$ cat src/rtl/vga_src_arb.sv
// vga_src_arb: selects one of two AXI4-Stream video sources (or, optionally, an
// internal colour-bar generator) and forwards it to a VGA timing core.
//
// The output stream is kept frame-aligned. After reset, after a source change,
// or after a framing error, the block waits in SYNC for a start-of-frame beat
// (tuser=1) and drops every other beat of the active source. In PASS the active
// source is passed through combinationally. The beat is also checked against a
// raster position counter (x, y) for correct tlast/tuser placement.
//
// Source selection is sampled every cycle into a pending register. The pending
// value only takes effect at the end of a frame, or at any time while in SYNC,
// so a switch never tears a frame.
//
// Optional feature: define VGA_SRC_ARB_TPG_EN to build in an 8-bar colour test
// pattern that is selected with sel=2. Without the macro, sel=2 selects s0.
//
// Ports:
//   aclk, areset              clock, asynchronous active-high reset
//   s0_* / s1_*               AXI4-Stream pixel sources (tdata = {r,g,b} 4b each,
//                             tlast = end of line, tuser = start of frame)
//   m_*                       AXI4-Stream pixel output
//   sel                       requested source (0=s0, 1=s1, 2=pattern, 3=s0)
//   active_src                source currently driving m_*
//   frame_err                 one-cycle pulse on a tlast/tuser placement error

module vga_src_arb #(
    parameter int unsigned H_ACTIVE = 640,
    parameter int unsigned V_ACTIVE = 480
) (
    input  logic        aclk,
    input  logic        areset,

    input  logic        s0_tvalid,
    output logic        s0_tready,
    input  logic [11:0] s0_tdata,
    input  logic        s0_tlast,
    input  logic        s0_tuser,

    input  logic        s1_tvalid,
    output logic        s1_tready,
    input  logic [11:0] s1_tdata,
    input  logic        s1_tlast,
    input  logic        s1_tuser,

    output logic        m_tvalid,
    input  logic        m_tready,
    output logic [11:0] m_tdata,
    output logic        m_tlast,
    output logic        m_tuser,

    input  logic [1:0]  sel,
    output logic [1:0]  active_src,
    output logic        frame_err
);

    localparam int unsigned XW = (H_ACTIVE > 1) ? $clog2(H_ACTIVE) : 1;
    localparam int unsigned YW = (V_ACTIVE > 1) ? $clog2(V_ACTIVE) : 1;
    localparam logic [XW-1:0] X_LAST = XW'(H_ACTIVE - 1);
    localparam logic [YW-1:0] Y_LAST = YW'(V_ACTIVE - 1);

    localparam logic [1:0] SRC_S0 = 2'd0;
    localparam logic [1:0] SRC_S1 = 2'd1;
`ifdef VGA_SRC_ARB_TPG_EN
    localparam logic [1:0] SRC_TPG = 2'd2;
    localparam int unsigned BAR_W = (H_ACTIVE >= 8) ? (H_ACTIVE / 8) : 1;
`endif

    typedef enum logic {
        SYNC,
        PASS
    } state_t;

    state_t        state;
    logic [XW-1:0] x;
    logic [YW-1:0] y;
    logic [1:0]    pending;

    // Selected external source, before SYNC gating
    logic          src_valid;
    logic [11:0]   src_data;
    logic          src_last;
    logic          src_user;
    logic          src_ready;

    logic          at_x_last;
    logic          at_origin;
    logic          at_eof;
    logic          xfer;
    logic          violation;
    logic          is_tpg;
    logic          pending_is_tpg;
    logic [XW-1:0] x_nxt;
    logic [YW-1:0] y_nxt;

    // sel=3 always folds onto s0; sel=2 does too unless the pattern is built in
    function automatic logic [1:0] map_sel(input logic [1:0] s);
        logic [1:0] r;
        r = SRC_S0;
        if (s == SRC_S1) begin
            r = SRC_S1;
        end
`ifdef VGA_SRC_ARB_TPG_EN
        if (s == SRC_TPG) begin
            r = SRC_TPG;
        end
`endif
        return r;
    endfunction

`ifdef VGA_SRC_ARB_TPG_EN
    assign is_tpg         = (active_src == SRC_TPG);
    assign pending_is_tpg = (pending == SRC_TPG);

    logic [11:0] tpg_color;
    always_comb begin
        int unsigned bar;
        bar = 32'(x) / BAR_W;
        case (bar)
            0:       tpg_color = 12'hFFF;
            1:       tpg_color = 12'hFF0;
            2:       tpg_color = 12'h0FF;
            3:       tpg_color = 12'h0F0;
            4:       tpg_color = 12'hF0F;
            5:       tpg_color = 12'hF00;
            6:       tpg_color = 12'h00F;
            default: tpg_color = 12'h000;
        endcase
    end
`else
    assign is_tpg         = 1'b0;
    assign pending_is_tpg = 1'b0;
`endif

    assign at_x_last = (x == X_LAST);
    assign at_origin = (x == '0) && (y == '0);
    assign at_eof    = at_x_last && (y == Y_LAST);

    always_comb begin
        if (active_src == SRC_S1) begin
            src_valid = s1_tvalid;
            src_data  = s1_tdata;
            src_last  = s1_tlast;
            src_user  = s1_tuser;
        end else begin
            src_valid = s0_tvalid;
            src_data  = s0_tdata;
            src_last  = s0_tlast;
            src_user  = s0_tuser;
        end
    end

    always_comb begin
        m_tvalid  = src_valid;
        m_tdata   = src_data;
        m_tlast   = src_last;
        m_tuser   = src_user;
        src_ready = m_tready;
        // While hunting for start of frame, swallow everything else
        if (state == SYNC && !src_user) begin
            m_tvalid  = 1'b0;
            src_ready = 1'b1;
        end
`ifdef VGA_SRC_ARB_TPG_EN
        if (is_tpg) begin
            m_tvalid  = 1'b1;
            m_tdata   = tpg_color;
            m_tlast   = at_x_last;
            m_tuser   = at_origin;
            src_ready = 1'b1;
        end
`endif
        s0_tready = 1'b1;
        s1_tready = 1'b1;
        if (active_src == SRC_S1) begin
            s1_tready = src_ready;
        end else if (active_src == SRC_S0) begin
            s0_tready = src_ready;
        end
        if (areset) begin
            m_tvalid  = 1'b0;
            s0_tready = 1'b0;
            s1_tready = 1'b0;
        end
    end

    assign xfer      = m_tvalid && m_tready;
    assign violation = xfer && (state == PASS) && !is_tpg &&
                       ((src_last != at_x_last) || (src_user != at_origin));

    always_comb begin
        x_nxt = x + XW'(1);
        y_nxt = y;
        if (at_x_last) begin
            x_nxt = '0;
            y_nxt = (y == Y_LAST) ? '0 : y + YW'(1);
        end
    end

    always_ff @(posedge aclk or posedge areset) begin
        if (areset) begin
            state      <= SYNC;
            x          <= '0;
            y          <= '0;
            active_src <= SRC_S0;
            pending    <= SRC_S0;
            frame_err  <= 1'b0;
        end else begin
            pending   <= map_sel(sel);
            frame_err <= 1'b0;
            if (state == SYNC && pending != active_src) begin
                // Nothing is in flight yet, so a new selection applies at once
                active_src <= pending;
                x          <= '0;
                y          <= '0;
                state      <= pending_is_tpg ? PASS : SYNC;
            end else if (xfer) begin
                if (at_eof && pending != active_src) begin
                    // Frame boundary switch wins over a coincident framing error
                    active_src <= pending;
                    x          <= '0;
                    y          <= '0;
                    state      <= pending_is_tpg ? PASS : SYNC;
                    frame_err  <= violation;
                end else if (violation) begin
                    frame_err <= 1'b1;
                    x         <= '0;
                    y         <= '0;
                    state     <= SYNC;
                end else begin
                    // Also covers the SYNC start-of-frame beat, since SYNC holds x=y=0
                    x     <= x_nxt;
                    y     <= y_nxt;
                    state <= PASS;
                end
            end
        end
    end

endmodule

$ cat config.mk
export PLATFORM = sky130hd
export DESIGN_NAME = vga_src_arb
export DESIGN_NICKNAME = d
export VERILOG_FILES = /design/src/rtl/vga_src_arb.sv
export SDC_FILE = /design/constraint.sdc
export NUM_CORES = 1
export LEC_CHECK = 0
export CORE_AREA = 10 10 71 73
export CTS_CLUSTER_DIAMETER = 30
export DETAILED_ROUTE_END_ITERATION = 8
export DIE_AREA = 0 0 81 83
export GPL_ROUTABILITY_DRIVEN = 1
export PLACE_DENSITY = 0.82
export SLEW_MARGIN = 25
export SYNTH_ARGS = -nofsm -noshare
export SYNTH_HDL_FRONTEND = slang
export SYNTH_SLANG_ARGS = --single-unit
$ cat constraint.sdc
create_clock -name aclk -period 4.45 [get_ports aclk]
set_clock_uncertainty 0.05 [all_clocks]
set_input_delay 0.6675 -clock aclk [delete_from_list [all_inputs] [get_ports aclk]]
set_output_delay 0.6675 -clock aclk [all_outputs]
set_load 0.1 [all_outputs]
[Word level (Yosys, flattened, before mapping)]
Index checks and enable logic that the tools add are counted.
Cells by class
  add/subtract/negate cells: 2
  eq/ne operators: 7
  muxes and demuxes: 35
  bitwise operators: 1
  reduce and logical (&&, ||, !) cells: 18
Operators with widths (number)
  9-bit 2-to-1 mux: 6
  10-bit 2-to-1 mux: 5
  1-bit 2-to-1 mux: 20
  12-bit 2-to-1 mux: 1
  10-bit by 1-bit adder with 10-bit output, second input constant: 1
  10-bit equality test, second input constant: 1
  10-bit logical NOT: 1
  9-bit by 1-bit adder with 9-bit output, second input constant: 1
  9-bit equality test, second input constant: 1
  9-bit logical NOT: 1
  1-bit logical AND: 8
  2-bit 2-to-1 mux: 3
  2-bit by 1-bit equality test with 1-bit output, second input constant: 2
  2-bit AND reduction: 2
  2-bit nonzero test: 2
  4-bit nonzero test: 1
  2-bit logical NOT: 1
  1-bit != test: 2
  2-bit != test: 1
  1-bit logical NOT: 1
  1-bit logical OR: 1
  1-bit inverter: 1
Word-level totals
  flip-flop bits (word level): 25
  bits of input ports: 35
  output and inout port bits: 20
  word-level logic and storage cells: 69

[Logic depth before layout (Yosys ltp)]
  depth after elaboration: 13
  mapped depth: 9
  mapped depth without buffers: 8

[Worst setup path after synthesis]
OpenSTA, ideal clock, no wires.
  path type: register -> output
  start: register active_src[0]
  end: output s0_tready
  arrival time: 2.911 ns
  required time: 3.733 ns
  slack: 0.822 ns
  cell stages (with the launch flop): 5
  buffers on the path: 2
  path through: dfrtp_1 -> buf_4 -> buf_1 -> nor3_1 -> nor2_1
Between the ends
  word-level cells in the longest chain between the ends: 8
  elaborated cells on any way between the ends: 9
  those cells by class: 1 x eq/ne; 5 x mux; 3 x reduce/logical
Ends and longest elaborated chain
  start: declaration: line 52  | output logic [1:0] active_src,
  start signal: assignment: line 212  | active_src <= pending;
  start signal: assignment: line 219  | active_src <= pending;
  2-bit by 1-bit equality test with 1-bit output: line 139, 174
  1-bit 2-to-1 mux: line 139  | if (active_src == SRC_S1) begin
  1-bit logical NOT: line 159  | if (state == SYNC && !src_user) begin
  1-bit logical AND: line 159
  1-bit 2-to-1 mux: line 159
  1-bit 2-to-1 mux: line 176  | end else if (active_src == SRC_S0) begin
  1-bit 2-to-1 mux *: line 174  | if (active_src == SRC_S1) begin
  1-bit 2-to-1 mux *: line 179  | if (areset) begin
  end: declaration: line 34  | output logic s0_tready,
Mark *: on every way between the ends. The rest lies on a longest branch, timed or not.

[Worst setup path after layout]
  start: register active_src[0]
  end: output m_tdata[1]
Between the ends
  word-level cells in the longest chain between the ends: 2
Ends and longest elaborated chain
  2-bit by 1-bit equality test with 1-bit output: line 139
  12-bit 2-to-1 mux: line 139
  end: declaration: line 47  | output logic [11:0] m_tdata,
No other way between the ends.

==> impl_results.md <==
- Cells resized by post-CTS repair: 0
- Number of I/O pins: 55
- Setup repair after global routing missed its margin: false
- Count of cell types in the netlist: 51
- Count of buffers from port buffering: 53
- Internal portion of total power: 0.390 mW
- Clock Power Share: 20.9%
- Area added between synthesis and finish: 34.0%
- Psw: 0.237 mW
- Worst flop-to-flop path startpoint: active_src[0]
- RePlAce Congestion: 0.880
- Worst min-delay path startpoint: x[8]
- Cell area after synthesis: 1760 sq um
- Worst R2R Path Depth: 7
- Post-synthesis register bit count: 23
- Syn_nets: 239
- Storage element area: 576 sq um
- Worst Hold End: x[8]
- Starting Density: 48.6%
- Area of the die: 6720 sq um
- H-tree levels: 1
- Average detailed-routed wire length per instance: 17.2 um
- Switching fraction of total power: 37.8%
- Class of the tightest hold or removal check: reg -> reg
- Initial antenna violation count: 0
- CTS tree: yes
- Max-slew violations: 0
- Sequential-to-total area share from yosys stat: 32.6%
- Largest net degree at the start of global routing: 25
- Cell type with the largest total area after synthesis: dfrtp_1
- Proportion of synthesized flip-flops having asynchronous set or reset: 100%
- Endpoint kind of the worst setup timing path: primary output
- Synth top area cells: dfrtp_1, mux2_2, nand3_1, o31ai_1, nor2_1
- Data arrival time of the worst path: 2620 ps
- Primary flip-flop cell chosen by synthesis mapping: dfrtp_1
- Setup crit start kind: flop
- Result of the run: complete, no violations
- Via-per-instance ratio: 5.75
- Post-synth top area share: 32.6%
- Slew of the pin with the lowest slew margin: 1000 ps
- First-pass GRT wire length: 8.42 mm
- Slowest library cell on the worst path: clkdlybuf4s50_1
- Number of buffers inserted to repair setup after CTS: 0
- Count of warnings emitted by yosys: 0
- Footprint of the multi-input gates: 1090 sq um
- Overall power of the completed layout: 0.627 mW
- Pwr Density: 265 nW/um^2
- CP max FO: 20
- Post-cts hold buffer count: 0
- Die H: 83 um
- Post-synthesis instance total: 200
- Number of synthesized flops with an enable pin: 0
- Relative contribution of sequential cells to total power: 43.2%
- Capturing point of the worst reg2reg path: y[4]
- Number of nets with antenna violations after detailed routing: 0
- Maximum vdd drop: 0.192 mV
- Worst hold stages: 1
- Worst EP required: 3730 ps
- Worst max-slew margin expressed relative to the limit: 32.8%
- Synthesized area divided by synthesized cell count: 8.82 sq um
- Clock slew at the register clock pins of the worst setup and hold paths: 80 ps
- Worst setup path category: reg -> out
- Number of endpoints failing setup at the final stage: 0
- Placed inst area: 2320 sq um
- Clock Tree Buf Depth: 2
- Width of the die: 81 um
- Biggest cell delay along the critical path: 1150 ps
- Total GRT Usage: 15.0%
- HPWL reported at the end of detailed placement: 4.04 mm
- Post-detailed-routing wire length: 5.13 mm
- Final Hold Vio Count: 0
- Post-layout minimum cycle time: 3340 ps
- Violation count after the first detailed-route iteration: 157
- Count of standard-cell rows: 22
- Clock root buffer: clkbuf_8
- Highest achievable clock rate: 299 MHz
- Post-route setup TNS: 0 ps
- Finished layout cell area: 2360 sq um
- Sink Count: 23
- First-pass detailed-route iteration total: 6
- Number of max-cap violations: 0
- Fillers: 339
- Diodes inserted: 0
- Residual DRC: 0
- Leakage Power: 0.991 nW
- Total number of vias: 1,720
- Number of global-route vias before repair: 1,620
- Sequence of cells on the critical path: mux2_2, clkdlybuf4s50_1
- Combinational Power Share: 35.9%
- Worst setup slack for register-to-register paths: 1350 ps
- Period utilisation layout: 75.0%
- Aggregate global routing overflow: 0
- Clock latency at the later pin of the worst-skew pair: 270 ps
- Fin nets: 291
- Clock buffers created by TritonCTS: 3
- Share of post-route cells with drive strength above 1: 13.1%
- Area of the core: 3630 sq um
-- critical path: cells and delay by family, from the launching register on --
kind     cells  cell delay (ps)
mux          1              300
flops        1              900
buf+inv      1             1150
-- cell families after synthesis --
logic type | Yosys count | synth area share [%]
xor gates and xnor gates | 2 | 0.993
DFF | 23 | 32.6
muxes | 17 | 11.3
adders and majority gates | 4 | 2.84
and+or+nand+nor | 80 | 24.8
buffers and inverters | 23 | 5.81
other | 1 | 0.213
AOI/OAI and AO/OA | 50 | 21.3
-- power by group through the flow --
stage | Combinational (mW) | Clock, mW | Sequential [mW]
after global routing | 0.247 | 0.142 | 0.277
after CTS | 0.226 | 0.137 | 0.270
after detailed placement | 0.226 | 0 | 0.274
final | 0.225 | 0.131 | 0.271
after floorplan | 0.177 | 0 | 0.269
after global placement | 0.222 | 0 | 0.273
-- cell usage in the layout (no fill, tap or decap), types with 3 or more instances in the layout --
| cell | instances |
|---|---|
| a21oi_1 | 4 |
| nor4_1 | 5 |
| nor2_1 | 16 |
| dfrtp_1 | 23 |
| o21ai_0 | 10 |
| a22o_1 | 6 |
| mux2_2 | 13 |
| or3_1 | 3 |
| ha_1 | 4 |
| nand3_1 | 14 |
| nand2_1 | 15 |
| nor2b_1 | 3 |
| nor3b_1 | 3 |
| o31ai_1 | 9 |
| clkdlybuf4s50_1 | 48 |
| inv_1 | 12 |
| and3_1 | 3 |
| nand4_1 | 3 |
| clkbuf_8 | 3 |
| buf_4 | 9 |
| nor3_1 | 5 |
| o22ai_1 | 3 |
-- per-layer routing --
| metal | track usage (%) | up-vias | routed length, um | part of all wire [%] |
|---|---|---|---|---|
| li1 | - | 844 | - | - |
| met1 | 19.4 | 817 | 2210 | 43 |
| met2 | 25.7 | 57 | 2660 | 52 |
| met3 | 2.48 | 2 | 251 | 4.9 |
| met4 | 1.41 | 0 | 17 | 0.33 |
| met5 | 0 | - | 0 | 0 |
-- synth_stat cells, types with 2 or more instances --
master	number
dfrtp_1	23
nor2_1	16
nand2_1	15
nand3_1	14
mux2_2	13
inv_1	12
o21ai_0	10
o31ai_1	9
a22o_1	6
clkbuf_1	5
nor3_1	5
nor4_1	5
a21oi_1	4
ha_1	4
and3_1	3
nand4_1	3
nor2b_1	3
nor3b_1	3
o22ai_1	3
or3_1	3
a311o_1	2
a31oi_1	2
a32o_1	2
and2_1	2
buf_4	2
mux2i_1	2
o21a_1	2
o21ai_1	2
o31a_1	2
xnor2_1	2
-- sequential cells by signal, indices dropped and copies added (netlist names) --
signal,count
x,10
y,9
active_src,1
frame_err,1
pending,1
state,1
-- worst max path at each step --
stage	startpoint	end	slack (ps)	depth (start not counted)
final	active_src[0]	m_tdata[1]	1110	2
after global routing	active_src[0]	m_tdata[1]	1010	2
after CTS	active_src[0]	m_tdata[1]	1090	2
after detailed placement	s0_tuser	y[4]	1290	8
after global placement	s0_tdata[10]	m_tdata[10]	1330	3
after floorplan	active_src[0]	s0_tready	820	4
-- layout make-up --
class                      count  area share (%)
tap                           48            2.54
inverter                      13            2.06
multi-input combinational    154            46.0
sequential                    23            24.4
timing repair buffer          57            23.2
clock buffer                   4            1.91
-- metrics by stage --
stage	instances	setup WS [ps]	hold slack (ps)	utilization, %
3_5_place_dp	295	1290	484	63.8
5_1_grt	299	1010	528	65.0
6_report	299	1110	509	65.0
2_1_floorplan	200	822	430	-
3_3_place_gp	295	1330	486	63.8
4_1_cts	299	1090	510	65.0
No activity file was read; power rests on OpenSTA's default activity.
